## src/rtl/fpu_issue_controller_if.sv

```systemverilog
// Handshake bundle for fpu_issue_controller: execute-side request, FPU
// operation/ready pair and the writeback strobe. The master modport is the
// controller; the slave modport is the surrounding execute stage plus FPU.
`ifndef FPU_ADD
`define FPU_ADD  2'b00
`endif
`ifndef FPU_SUB
`define FPU_SUB  2'b01
`endif
`ifndef FPU_MUL
`define FPU_MUL  2'b10
`endif
`ifndef FPU_SQRT
`define FPU_SQRT 2'b11
`endif

interface fpu_issue_controller_if #(
  parameter int WIDTH    = 32,
  parameter int RD_WIDTH = 5
);
  logic                req_valid;
  logic                req_ready;
  logic [1:0]          req_op;
  logic [WIDTH-1:0]    req_operand_1;
  logic [WIDTH-1:0]    req_operand_2;
  logic [RD_WIDTH-1:0] req_rd;
  logic                flush;
  logic [1:0]          fpu_operation;
  logic [WIDTH-1:0]    fpu_operand_1;
  logic [WIDTH-1:0]    fpu_operand_2;
  logic [WIDTH-1:0]    fpu_result;
  logic                fpu_ready;
  logic                wb_valid;
  logic [RD_WIDTH-1:0] wb_rd;
  logic [WIDTH-1:0]    wb_data;
  logic                busy;
  logic                timeout_error;

  modport master (
    input  req_valid, req_op, req_operand_1, req_operand_2, req_rd, flush,
           fpu_result, fpu_ready,
    output req_ready, fpu_operation, fpu_operand_1, fpu_operand_2,
           wb_valid, wb_rd, wb_data, busy, timeout_error
  );

  modport slave (
    output req_valid, req_op, req_operand_1, req_operand_2, req_rd, flush,
           fpu_result, fpu_ready,
    input  req_ready, fpu_operation, fpu_operand_1, fpu_operand_2,
           wb_valid, wb_rd, wb_data, busy, timeout_error
  );
endinterface

```

## src/rtl/fpu_issue_controller.sv

```systemverilog
// Requester-side sequencer for the fixed-point FPU operation/ready handshake.
// One request at a time: IDLE -> ISSUE -> WAIT -> SETTLE -> IDLE. Outside
// ISSUE/WAIT the FPU sees FPU_ADD with zero operands so its MUL/SQRT stage
// machines restart between requests.
// Optional macro FPU_TIMEOUT_EN: abort WAIT after TIMEOUT_CYCLES cycles with
// a zero-data writeback flagged by timeout_error.
module fpu_issue_controller #(
  parameter int WIDTH          = 32,
  parameter int FBITS          = 10,
  parameter int RD_WIDTH       = 5,
  parameter int TIMEOUT_CYCLES = 64
) (
  input logic clk,
  input logic reset,
  fpu_issue_controller_if.master bus
);

  // FBITS only documents the Q format; reject formats with no integer part.
  generate
    if (FBITS >= WIDTH || TIMEOUT_CYCLES < 1) begin : g_cfg_err
      $error("fpu_issue_controller: FBITS must be < WIDTH and TIMEOUT_CYCLES >= 1");
    end
  endgenerate

  typedef enum logic [1:0] {IDLE, ISSUE, WAIT, SETTLE} state_t;

  state_t              state, state_nxt;
  logic [1:0]          op_q;
  logic [WIDTH-1:0]    opa_q, opb_q;
  logic [RD_WIDTH-1:0] rd_q;
  logic                wb_set, wb_tmo, tmo_hit, drive;

`ifdef FPU_TIMEOUT_EN
  localparam int CW = $clog2(TIMEOUT_CYCLES + 1);
  logic [CW-1:0] tmo_cnt;

  // Count WAIT cycles; cleared while the request is being issued.
  always_ff @(posedge clk or posedge reset) begin
    if (reset)               tmo_cnt <= '0;
    else if (state == ISSUE) tmo_cnt <= '0;
    else if (state == WAIT)  tmo_cnt <= tmo_cnt + 1'b1;
  end

  // Fires in the WAIT cycle in which the count reaches TIMEOUT_CYCLES.
  assign tmo_hit = (state == WAIT) && (tmo_cnt == CW'(TIMEOUT_CYCLES - 1));
`else
  assign tmo_hit = 1'b0;
`endif

  // State register.
  always_ff @(posedge clk or posedge reset) begin
    if (reset) state <= IDLE;
    else       state <= state_nxt;
  end

  // Next state; flush beats ready, ready beats timeout.
  always_comb begin
    state_nxt = state;
    wb_set    = 1'b0;
    wb_tmo    = 1'b0;
    case (state)
      IDLE:   if (bus.req_valid) state_nxt = ISSUE;
      ISSUE:  state_nxt = bus.flush ? SETTLE : WAIT;  // ready ignored: may be stale
      WAIT: begin
        if (bus.flush) begin
          state_nxt = SETTLE;
        end else if (bus.fpu_ready) begin
          state_nxt = SETTLE;
          wb_set    = 1'b1;
        end else if (tmo_hit) begin
          state_nxt = SETTLE;
          wb_tmo    = 1'b1;
        end
      end
      SETTLE: state_nxt = IDLE;
      default: state_nxt = IDLE;
    endcase
  end

  // Request latch: captured on the accept edge, held until the next accept.
  always_ff @(posedge clk or posedge reset) begin
    if (reset) begin
      op_q  <= `FPU_ADD;
      opa_q <= '0;
      opb_q <= '0;
      rd_q  <= '0;
    end else if (state == IDLE && bus.req_valid) begin
      op_q  <= bus.req_op;
      opa_q <= bus.req_operand_1;
      opb_q <= bus.req_operand_2;
      rd_q  <= bus.req_rd;
    end
  end

  // Writeback register: one-cycle strobe during SETTLE, data held afterwards.
  always_ff @(posedge clk or posedge reset) begin
    if (reset) begin
      bus.wb_valid      <= 1'b0;
      bus.timeout_error <= 1'b0;
      bus.wb_data       <= '0;
      bus.wb_rd         <= '0;
    end else begin
      bus.wb_valid      <= wb_set | wb_tmo;
      bus.timeout_error <= wb_tmo;
      if (wb_set) begin
        bus.wb_data <= bus.fpu_result;
        bus.wb_rd   <= rd_q;
      end else if (wb_tmo) begin
        bus.wb_data <= '0;
        bus.wb_rd   <= rd_q;
      end
    end
  end

  assign drive             = (state == ISSUE) || (state == WAIT);
  assign bus.req_ready     = (state == IDLE);
  assign bus.busy          = (state != IDLE);
  assign bus.fpu_operation = drive ? op_q  : `FPU_ADD;
  assign bus.fpu_operand_1 = drive ? opa_q : '0;
  assign bus.fpu_operand_2 = drive ? opb_q : '0;

endmodule

```

## src/flat_wrapper.sv

```systemverilog
// flat-port wrapper written by rule: the top's interface ports become plain ports
module fpu_issue_controller_flat 
#(
  parameter int WIDTH          = 32,
  parameter int FBITS          = 10,
  parameter int RD_WIDTH       = 5,
  parameter int TIMEOUT_CYCLES = 64
)
  (clk, reset, bus_req_valid, bus_req_op, bus_req_operand_1, bus_req_operand_2, bus_req_rd, bus_flush, bus_fpu_result, bus_fpu_ready, bus_req_ready, bus_fpu_operation, bus_fpu_operand_1, bus_fpu_operand_2, bus_wb_valid, bus_wb_rd, bus_wb_data, bus_busy, bus_timeout_error);
  fpu_issue_controller_if #(.WIDTH(WIDTH), .RD_WIDTH(RD_WIDTH)) bus_i ();
  input logic clk;
  input logic reset;
  input wire logic [$bits(bus_i.req_valid)-1:0] bus_req_valid;
  input wire logic [$bits(bus_i.req_op)-1:0] bus_req_op;
  input wire logic [$bits(bus_i.req_operand_1)-1:0] bus_req_operand_1;
  input wire logic [$bits(bus_i.req_operand_2)-1:0] bus_req_operand_2;
  input wire logic [$bits(bus_i.req_rd)-1:0] bus_req_rd;
  input wire logic [$bits(bus_i.flush)-1:0] bus_flush;
  input wire logic [$bits(bus_i.fpu_result)-1:0] bus_fpu_result;
  input wire logic [$bits(bus_i.fpu_ready)-1:0] bus_fpu_ready;
  output wire logic [$bits(bus_i.req_ready)-1:0] bus_req_ready;
  output wire logic [$bits(bus_i.fpu_operation)-1:0] bus_fpu_operation;
  output wire logic [$bits(bus_i.fpu_operand_1)-1:0] bus_fpu_operand_1;
  output wire logic [$bits(bus_i.fpu_operand_2)-1:0] bus_fpu_operand_2;
  output wire logic [$bits(bus_i.wb_valid)-1:0] bus_wb_valid;
  output wire logic [$bits(bus_i.wb_rd)-1:0] bus_wb_rd;
  output wire logic [$bits(bus_i.wb_data)-1:0] bus_wb_data;
  output wire logic [$bits(bus_i.busy)-1:0] bus_busy;
  output wire logic [$bits(bus_i.timeout_error)-1:0] bus_timeout_error;
  assign bus_i.req_valid = bus_req_valid;
  assign bus_i.req_op = bus_req_op;
  assign bus_i.req_operand_1 = bus_req_operand_1;
  assign bus_i.req_operand_2 = bus_req_operand_2;
  assign bus_i.req_rd = bus_req_rd;
  assign bus_i.flush = bus_flush;
  assign bus_i.fpu_result = bus_fpu_result;
  assign bus_i.fpu_ready = bus_fpu_ready;
  assign bus_req_ready = bus_i.req_ready;
  assign bus_fpu_operation = bus_i.fpu_operation;
  assign bus_fpu_operand_1 = bus_i.fpu_operand_1;
  assign bus_fpu_operand_2 = bus_i.fpu_operand_2;
  assign bus_wb_valid = bus_i.wb_valid;
  assign bus_wb_rd = bus_i.wb_rd;
  assign bus_wb_data = bus_i.wb_data;
  assign bus_busy = bus_i.busy;
  assign bus_timeout_error = bus_i.timeout_error;
  fpu_issue_controller #(.WIDTH(WIDTH), .FBITS(FBITS), .RD_WIDTH(RD_WIDTH), .TIMEOUT_CYCLES(TIMEOUT_CYCLES)) u_core (.clk(clk), .reset(reset), .bus(bus_i));
endmodule
```

## config.mk

```make
export PLATFORM = sky130hd
export DESIGN_NAME = fpu_issue_controller_flat
export DESIGN_NICKNAME = d
export VERILOG_FILES = /design/src/rtl/fpu_issue_controller_if.sv /design/src/rtl/fpu_issue_controller.sv /design/src/flat_wrapper.sv
export SDC_FILE = /design/constraint.sdc
export NUM_CORES = 1
export LEC_CHECK = 0
export ABC_CLOCK_PERIOD_IN_PS = 5980
export BUFFER_PORTS_ARGS = -buffer_cell sky130_fd_sc_hd__buf_2
export CORE_ASPECT_RATIO = 0.75
export CORE_MARGIN = 2
export CORE_UTILIZATION = 51
export DETAILED_ROUTE_END_ITERATION = 7
export PLACE_DENSITY = 0.86
export SLEW_MARGIN = 20
export SYNTH_ARGS = -nofsm -noshare
export SYNTH_HDL_FRONTEND = slang
export SYNTH_SLANG_ARGS = --single-unit
```

## constraint.sdc

```tcl
create_clock -name clk -period 5.98 [get_ports clk]
set_input_delay 0.598 -clock clk [delete_from_list [all_inputs] [get_ports clk]]
set_output_delay 0.598 -clock clk [all_outputs]
set_load 0.005 [all_outputs]
```

==> results.cfg, run 1 <==
[run_status]
status = finished clean

[routing]
drc = 0
dr.first_iter.drc_count = 151
wire_per_inst_um = 15.6
dr.pass1.iters = 4
drtAntennaViolNets = 0
viasPerCell = 4.78
via_count = 3169
wl_mm = 10.3

[clock_network]
cts.path.max_buffers = 2
cts_num_sinks = 111
ctsResizeCount = 0
cts_buffers = 9
cts-htree-levels = 3
cts-root-buf = clkbuf_16
clk_latency_ps = 340
hold_buffers = 0
cts_tree = done
path_clk_slew_ps = 70
postCtsSetupBuffers = 0

[finish]
drive_above_1_share_pct = 64.3
fill_cells = 677
final_cell_mix = buf_2 (213), dfrtp_1 (111), mux2_2 (90)
layout_commonest_cell = buf_2
synthToLayoutAreaGrowth_pct = 28.8
nNetsFinal = 642
diodes = 0

[global_route]
grt_pass1_vias = 3292
grt_pass1_wl_mm = 15.8
antenna_found_initial = 0
grt_use_met3_pct = 7.13
grt_overflow_total = 0
grt_max_degree = 64
grtUsageTotal_pct = 20.3
met1_usage_pct = 23.8
busiest_layer = met2
use_met2_pct = 35.2

[pwr]
p_per_area_nw_per_um2 = 552
p_seq_share_pct = 38.7
p_comb_share_pct = 45.1
p_sw_uw = 1080
swShare_pct = 31.8
p_int_uw = 2310
power.leakage_uw = 0.00321
ir_worst_vdd_mv = 0.332
p_clk_share_pct = 16.2

[sta]
layout_worst_path_cycle_share_pct = 49.1
fmax_mhz = 341
finalSetupViolCount = 0
skew_ps = 6.07
tightest_slew_ps = 784
hold_slack_ps = 322
hold_viol = 0
relSlewSlack_pct = 47.7
tns_ps = 0
fin_crit_ps = 2930
slew_viol_final = 0
rsz0062_at_grt = no

[setup_path]
crit_arrival_ps = 2340
crit_fanout = 35
cp.required_ps = 5380
start_kind = flop
crit_type = flop to primary output
worst_setup_path_end_kind = primary output

[synth]
synth_area_um2 = 4770
syn_area_per_cell_um2 = 14.8
syn_nets = 434
ys_seq_area_share_pct = 58.2
synth-seq-cells = 111
synthCells = 323
ys_warn_count = 0
synth_cell_types = 18

[floorplanning]
ios = 215
die_h_um = 87.8
die-area_um2 = 10200
die_w_um = 116
placeableCoreArea_um2 = 9080
num_rows = 30
start_util_pct = 52.5

[place]
dp_hpwl_mm = 7.62
numPortBuffers = 213
gp_congestion = 0.777

[run]
maxCapViolCount = 0

[worst_hold_path]
hold_class = primary input to async pin
layout make-up:
type | instances | area [um^2] | share of cell area, %
Clock buffer | 9 | 225 | 3.66
Clock inverter | 6 | 48.8 | 0.794
Timing Repair Buffer | 216 | 1090 | 17.7
Multi-Input combinational cell | 187 | 1820 | 29.6
Inverter | 6 | 25.0 | 0.407
Sequential cell | 111 | 2780 | 45.2
Tap cell | 128 | 160 | 2.61
final timing paths:
kind	from	endpoint	slack (ps)	depth (start not counted)
setup / recovery	u_core.state[0]	bus_fpu_operand_2[3]	3050	5
hold / removal	reset	u_core.opa_q[25]	320	2
setup reg to reg	u_core.state[0]	u_core.rd_q[2]	3640	5
hold reg to reg	u_core.opa_q[19]	u_core.opa_q[19]	500	1
max in group asynchronous	reset	u_core.op_q[0]	4420	3
min in group clk	bus_req_operand_2[17]	u_core.opb_q[17]	480	2
through the flow:
| stage | worst slack (ps) | instances | cell area [um^2] | util, % | total power (uW) |
|---|---|---|---|---|---|
| floorplan | 2450 | 323 | 4770 | - | 2240 |
| global placement | 3510 | 648 | 5870 | 64.7 | 2800 |
| detailed placement | 3420 | 648 | 5870 | 64.7 | 2880 |
| CTS | 3020 | 663 | 6150 | 67.7 | 3440 |
| global route | 2880 | 663 | 6150 | 67.7 | 3640 |
| finish | 3050 | 663 | 6150 | 67.7 | 3400 |
cells by family (layout without fill, tap and decap cells):
logic type | after synthesis | in the layout | synth area share [%]
buf+inv | 25 | 237 | 3.64
fa+ha+maj | 3 | 3 | 0.786
other cells | 1 | 1 | 0.0786
simple gates | 71 | 71 | 9.62
compound gates | 3 | 3 | 0.472
flops | 111 | 111 | 58.2
mux | 109 | 109 | 27.2
Yosys cell counts:
| master | instances | share of area [%] |
|---|---|---|
| mux2_2 | 90 | 21 |
| buf_2 | 1 | 0.10 |
| a21oi_1 | 1 | 0.10 |
| nor3b_1 | 1 | 0.16 |
| ha_1 | 3 | 0.79 |
| or2_2 | 1 | 0.13 |
| conb_1 | 1 | 0.079 |
| and2_1 | 67 | 8.8 |
| dfrtp_1 | 111 | 58 |
| buf_6 | 10 | 2.4 |
| nand2_2 | 1 | 0.13 |
| o2bb2a_1 | 1 | 0.21 |
| clkbuf_1 | 7 | 0.55 |
| nand3b_4 | 1 | 0.42 |
| o31ai_1 | 1 | 0.16 |
| inv_1 | 6 | 0.47 |
| mux2_4 | 19 | 6.0 |
| buf_4 | 1 | 0.16 |
critical path, cell delays in order (launching register included):
cell,delay (ps)
dfrtp_1,380
inv_1,90
ha_1,800
buf_4,410
and2_1,190
buf_2,110
power by group through the flow:
stage               Sequential, uW  Clock (uW)  Combinational, uW
finish                        1310         551               1530
global route                  1360         598               1680
CTS                           1310         564               1560
detailed placement            1320           0               1550
global placement              1300           0               1500
floorplan                     1290           0                950
metal layers:
layer / vias to the layer above / part of all wire, %
li1: 1497 / -
met1: 1524 / 41
met2: 132 / 49
met3: 16 / 8.5
met4: 0 / 1.5
met5: - / 0
flip-flops by register name, indices dropped and copies added, names as in the netlist:
| signal | flops |
|---|---|
| u_core.bus.wb_valid | 1 |
| u_core.opa_q | 32 |
| u_core.op_q | 2 |
| u_core.bus.wb_data | 32 |
| u_core.state | 2 |
| u_core.opb_q | 32 |
| u_core.rd_q | 5 |
| u_core.bus.wb_rd | 5 |
Note: power is estimated with default switching activity, not from simulation.
==> inputs of run 2 (changes only) <==
--- a/config.mk
+++ b/config.mk
@@ -5,13 +5,13 @@
 export SDC_FILE = /design/constraint.sdc
 export NUM_CORES = 1
 export LEC_CHECK = 0
-export ABC_CLOCK_PERIOD_IN_PS = 5980
+export ABC_CLOCK_PERIOD_IN_PS = 2600
 export BUFFER_PORTS_ARGS = -buffer_cell sky130_fd_sc_hd__buf_2
 export CORE_ASPECT_RATIO = 0.75
 export CORE_MARGIN = 2
-export CORE_UTILIZATION = 51
+export CORE_UTILIZATION = 43
 export DETAILED_ROUTE_END_ITERATION = 7
-export PLACE_DENSITY = 0.86
+export PLACE_DENSITY = 0.77
 export SLEW_MARGIN = 20
 export SYNTH_ARGS = -nofsm -noshare
 export SYNTH_HDL_FRONTEND = slang
==> constraint.sdc (replaced) <==
create_clock -name clk -period 2.6 [get_ports clk]
set_input_delay 0.26 -clock clk [delete_from_list [all_inputs] [get_ports clk]]
set_output_delay 0.26 -clock clk [all_outputs]
set_load 0.005 [all_outputs]
==> results.cfg, run 2 (synthesis results as in run 1) <==
[run_status]
status = finished clean

[sta]
rsz0062_at_grt = no
layout_worst_path_cycle_share_pct = 75.3
slew_viol_final = 0
finalSetupViolCount = 0
hold_viol = 0
relSlewSlack_pct = 57.1
skew_ps = 3.41
tns_ps = 0
fmax_mhz = 510
fin_crit_ps = 1960
tightest_slew_ps = 644

[routing]
wire_per_inst_um = 14.4
drtAntennaViolNets = 0
dr.first_iter.drc_count = 108
via_count = 3161
wl_mm = 9.73
viasPerCell = 4.69
drc = 0
dr.pass1.iters = 4

[floorplanning]
die_w_um = 126
ios = 215
num_rows = 33
placeableCoreArea_um2 = 10900
die-area_um2 = 12000
die_h_um = 95.2
start_util_pct = 44.0

[global_route]
grt_pass1_vias = 3264
grt_pass1_wl_mm = 15.9
grt_max_degree = 112
antenna_found_initial = 0
grt_overflow_total = 0
grtUsageTotal_pct = 16.6

[pwr]
swShare_pct = 30.1
p_int_uw = 5630
p_seq_share_pct = 37.3
total_power_uw = 8050
p_sw_uw = 2420
p_clk_share_pct = 18.9
p_per_area_nw_per_um2 = 1290
p_comb_share_pct = 43.8
ir_worst_vdd_mv = 0.632
power.leakage_uw = 0.00325

[finish]
final_cell_area_um2 = 6240
multi_input_area_um2 = 1820
fill_cells = 873
layout_commonest_cell = buf_2
synthToLayoutAreaGrowth_pct = 30.8
largestRegisters = u_core.bus.wb_data (32), u_core.opa_q (32), u_core.opb_q (32)
final_cell_mix = buf_2 (213), dfrtp_1 (111), mux2_2 (90)
nNetsFinal = 643
seqCellArea_um2 = 2780
drive_above_1_share_pct = 64.2
diodes = 0

[place]
gp_congestion = 0.808
place_area_um2 = 5920
dp_hpwl_mm = 6.88
numPortBuffers = 213

[setup_path]
cp.buffers_inverters = 3
cp_cell_sequence = inv_1 > ha_1 > buf_4 > and2_1 > buf_2
worst_setup_path_end_kind = primary output
crit_arrival_ps = 1700
max_stage_delay_ps = 380
slowest_stage = dfrtp_1
crit_fanout = 35
cp.required_ps = 2340
critPathTopFamily = buffers and inverters
crit_type = flop to primary output
start_kind = flop

[clock_network]
cts.path.max_buffers = 2
cts_buffers = 9
postCtsSetupBuffers = 0
hold_buffers = 0
cts_num_sinks = 111
path_clk_slew_ps = 70
clk_latency_ps = 330
ctsResizeCount = 0
cts_tree = done
cts-root-buf = clkbuf_16
cts-htree-levels = 3

[run]
maxCapViolCount = 0

[worst_hold_path]
hold_class = primary input to async pin
## run 2: per-stage QoR
step	util [%]	worst slack [ps]	hold slack (ps)	cells
5_1_grt	57.5	473	95.6	674
3_5_place_dp	54.5	729	485	661
3_3_place_gp	54.5	801	470	661
2_1_floorplan	-	997	409	323
4_1_cts	57.5	586	118	674
6_report	57.5	641	68.2	674
## run 2: power by group through the flow
stage          Sequential [uW]  Clock [uW]  Combinational [uW]
2_1_floorplan             2960           0                2180
3_3_place_gp              2990           0                3520
3_5_place_dp              3030           0                3590
4_1_cts                   3010        1560                3600
5_1_grt                   3120        1630                3920
6_report                  3000        1520                3530
## run 2: final timing paths
kind	slack, ps	start	to	cells after the start
worst max-delay path	640	u_core.state[0]	bus_fpu_operand_2[20]	5
worst min-delay path	70	reset	u_core.bus.wb_data[3]	3
worst max register to register	740	u_core.state[0]	u_core.bus.wb_data[8]	4
worst min register to register	500	u_core.opb_q[20]	u_core.opb_q[20]	1
max in group asynchronous	2060	reset	u_core.opa_q[7]	3
min in group clk	150	bus_req_operand_2[9]	u_core.opb_q[9]	2
## run 2: routing by layer
| layer | part of all wire (%) | vias up | track usage [%] |
|---|---|---|---|
| met5 | 0 | - | 0 |
| li1 | - | 1492 | - |
| met1 | 42 | 1524 | 19.6 |
| met4 | 0.96 | 0 | 4.17 |
| met3 | 11 | 8 | 7.35 |
| met2 | 47 | 137 | 28.0 |
## run 2: worst reg2reg max path, cell delays in order (launching register included)
cell	delay [ps]
dfrtp_1	400
inv_1	110
ha_1	220
nand3b_4	490
mux2_4	520
## run 2: area by class of cell
type,count,area share [%]
sequential,111,44.5
multi-input combinational,187,29.2
timing repair buffer,217,18.0
clock buffer,9,3.61
tap,140,2.81
clock inverter,4,1.56
inverter,6,0.421
==> inputs of run 3 (changes only) <==
--- a/config.mk
+++ b/config.mk
@@ -5,13 +5,14 @@
 export SDC_FILE = /design/constraint.sdc
 export NUM_CORES = 1
 export LEC_CHECK = 0
-export ABC_CLOCK_PERIOD_IN_PS = 2600
+export ABC_AREA = 1
+export ABC_CLOCK_PERIOD_IN_PS = 1550
 export BUFFER_PORTS_ARGS = -buffer_cell sky130_fd_sc_hd__buf_2
 export CORE_ASPECT_RATIO = 0.75
 export CORE_MARGIN = 2
 export CORE_UTILIZATION = 43
 export DETAILED_ROUTE_END_ITERATION = 7
-export PLACE_DENSITY = 0.77
+export PLACE_DENSITY = 0.76
 export SLEW_MARGIN = 20
 export SYNTH_ARGS = -nofsm -noshare
 export SYNTH_HDL_FRONTEND = slang
==> constraint.sdc (replaced) <==
create_clock -name clk -period 1.55 [get_ports clk]
set_input_delay 0.155 -clock clk [delete_from_list [all_inputs] [get_ports clk]]
set_output_delay 0.155 -clock clk [all_outputs]
set_load 0.005 [all_outputs]
==> results.cfg, run 3 <==
[synth]
synth_xor_area_share_pct = 0
synth_edf_count = 0
synthTopCellsByCount = nand2_1 (311), dfrtp_1 (111), inv_1 (76), nand3_1 (70), buf_2 (19)
ys_seq_area_share_pct = 55.6
netlist.top_cell.by_area = dfrtp_1
ys_top_cells_by_area = dfrtp_1 (56%), nand2_1 (23%), nand3_1 (7.0%), inv_1 (5.7%), buf_6 (2.3%)
synth.most_common_cell = nand2_1
synth_area_um2 = 5000
synth_compound_area_share_pct = 0.901
ys_warn_count = 0
synth_adder_area_share_pct = 0.751
syn_nets = 740
syn_area_per_cell_um2 = 7.94
synth-async-reset-ratio_pct = 100
synth-seq-cells = 111
synthCells = 629
synth-simple-area-share_pct = 31.2
synth.top_cell.area_share_pct = 55.6
synth_cell_types = 15
synth_mux_area_share_pct = 0
synth_top_family_by_area = simple AND/OR/NAND/NOR gates
ys.flop_type = dfrtp_1

[setup_path]
crit_start = u_core.state[1]
max_stage_delay_ps = 390
worst_setup_path_end_kind = primary output
slowest_stage = dfrtp_1
cp.required_ps = 1390
critPathTopFamily = buffers and inverters
cp.buffers_inverters = 5
crit_arrival_ps = 1570
crit_type = flop to primary output
reg2reg_from = u_core.state[1]
cp.depth = 7
crit_fanout = 11
cp_cell_sequence = inv_2 > ha_4 > buf_12 > clkbuf_16 > nand2_1 > inv_1 > buf_2
ff2ff_path_depth = 8
start_kind = flop

[finish]
largestRegisters = u_core.bus.wb_data (32), u_core.opa_q (32), u_core.opb_q (32)
diodes = 0
final_core_util_pct = 60.9
nNetsFinal = 973
final_cell_mix = nand2_1 (305), buf_2 (209), dfrtp_1 (111)
layout_commonest_cell = nand2_1
synthToLayoutAreaGrowth_pct = 39.5
drive_above_1_share_pct = 31.7
fill_cells = 1012

[clock_network]
cts-htree-levels = 3
cts-root-buf = clkbuf_16
cts_tree = done
cts.path.max_buffers = 2
cts_num_sinks = 111
cts_buffers = 9
clk_latency_ps = 350
path_clk_slew_ps = 70

[routing]
dr.pass1.iters = 4
wire_per_inst_um = 13.3
wl_mm = 13.5
dr.first_iter.drc_count = 179
drc = 0
via_count = 4701
viasPerCell = 4.65
drtAntennaViolNets = 0

[sta]
fmax_mhz = 581
slew_viol_final = 0
fin_crit_ps = 1720
hold_viol = 0
skew_ps = 9.49
rsz0062_at_grt = yes
setup_ws_ps = -171
finalSetupViolCount = 65
layout_worst_path_cycle_share_pct = 111
hold_slack_ps = 17.6

[global_route]
grt_pass1_vias = 4369
antenna_found_initial = 0
grt_pass1_wl_mm = 21.2
grtUsageTotal_pct = 21.3
grt_max_degree = 59
grt_overflow_total = 0

[floorplanning]
die-area_um2 = 12500
start_util_pct = 43.7
num_rows = 34
placeableCoreArea_um2 = 11400
ios = 215
die_h_um = 97.4
die_w_um = 128

[pwr]
p_int_uw = 8970
p_clk_share_pct = 16.0
p_per_area_nw_per_um2 = 2100
p_seq_share_pct = 34.2
ir_worst_vdd_mv = 0.962
p_sw_uw = 5700
power.leakage_uw = 0.00446
p_comb_share_pct = 49.9
total_power_uw = 14700
swShare_pct = 38.9

[place]
numPortBuffers = 213
dp_hpwl_mm = 8.86
gp_congestion = 0.828

[run_status]
failed_checks = negative setup slack
status = finished, violations left

[run]
maxCapViolCount = 0

[worst_hold_path]
min_from = bus_fpu_result[1]
hold_depth = 3
hold_class = primary input to flop
-- run 3: changes by cell type in the layout (fill, tap and decap cells not counted), sizes merged, moves of 2 or more --
cell / before / now
a21oi: 1 / 5
and2: 67 / 0
buf: 217 / 239
bufinv: 3 / 1
clkbuf: 9 / 12
dlygate4sd3: 0 / 20
inv: 5 / 79
mux2: 109 / 0
nand2: 1 / 312
nand3: 0 / 71
nor2: 0 / 6
o21ai: 0 / 4
-- run 3: layout make-up --
| class | count | area (um^2) | area share [%] |
|---|---|---|---|
| clock buffer | 10 | 229 | 3.28 |
| clock inverter | 6 | 75.1 | 1.08 |
| inverter | 77 | 293 | 4.20 |
| multi-input combinational | 402 | 1710 | 24.5 |
| sequential | 111 | 2780 | 39.8 |
| tap | 144 | 180 | 2.58 |
| timing repair buffer | 261 | 1710 | 24.6 |
-- run 3: timing repair --
item	CTS	global route
hold endpoints to repair	32	0
buffers inserted	5	3
gates resized for setup	8	34
endpoints found under the setup margin	67	65
pin swaps	0	7
hold buffers	20	0
gates cloned	3	2
-- run 3: tightest hold or removal path, stage by stage --
cell and delay (ps):
buf_2 80, nand2_1 40, nand2_1 40
-- run 3: through the flow --
| step | setup TNS [ps] | instances | setup WS, ps | area (um^2) |
|---|---|---|---|---|
| after floorplan | 0 | 629 | 51.5 | 5000 |
| after global placement | 0 | 965 | 69.0 | 6210 |
| after detailed placement | 0 | 965 | 48.1 | 6210 |
| after CTS | -8460 | 1009 | -172 | 6860 |
| after global routing | -13380 | 1011 | -233 | 6970 |
| final | -8490 | 1011 | -171 | 6970 |
-- run 3: layer usage --
metal	global-route usage [%]	share of wire [%]	up-vias
met4	5.49	1.0	0
met5	0	0	-
met1	28.2	45	2172
li1	-	-	2338
met2	34.7	46	181
met3	5.56	7.7	10
-- run 3: worst paths after layout --
path,to,slack [ps]
hold / removal,u_core.bus.wb_data[1],20
setup / recovery,bus_fpu_operand_2[29],-170
min in group asynchronous,u_core.opb_q[19],390
hold reg to reg,u_core.opa_q[7],470
max in group asynchronous,u_core.opb_q[30],590
setup reg to reg,u_core.bus.wb_data[18],90
-- run 3: power by group through the flow --
stage	clock network, uW	logic, uW	registers [uW]
2_1_floorplan	0	3510	4890
3_3_place_gp	0	5780	4980
3_5_place_dp	0	5950	4990
4_1_cts	2430	6920	4960
5_1_grt	2540	8190	5170
6_report	2340	7320	5010
-- run 3: cell families (layout without fill, tap and decap cells) --
family          count (synthesis)  count (layout)
other cells                     1               1
flops                         111             111
buf+inv                       116             354
fa+ha+maj                       3               3
compound gates                  9               9
simple gates                  389             389
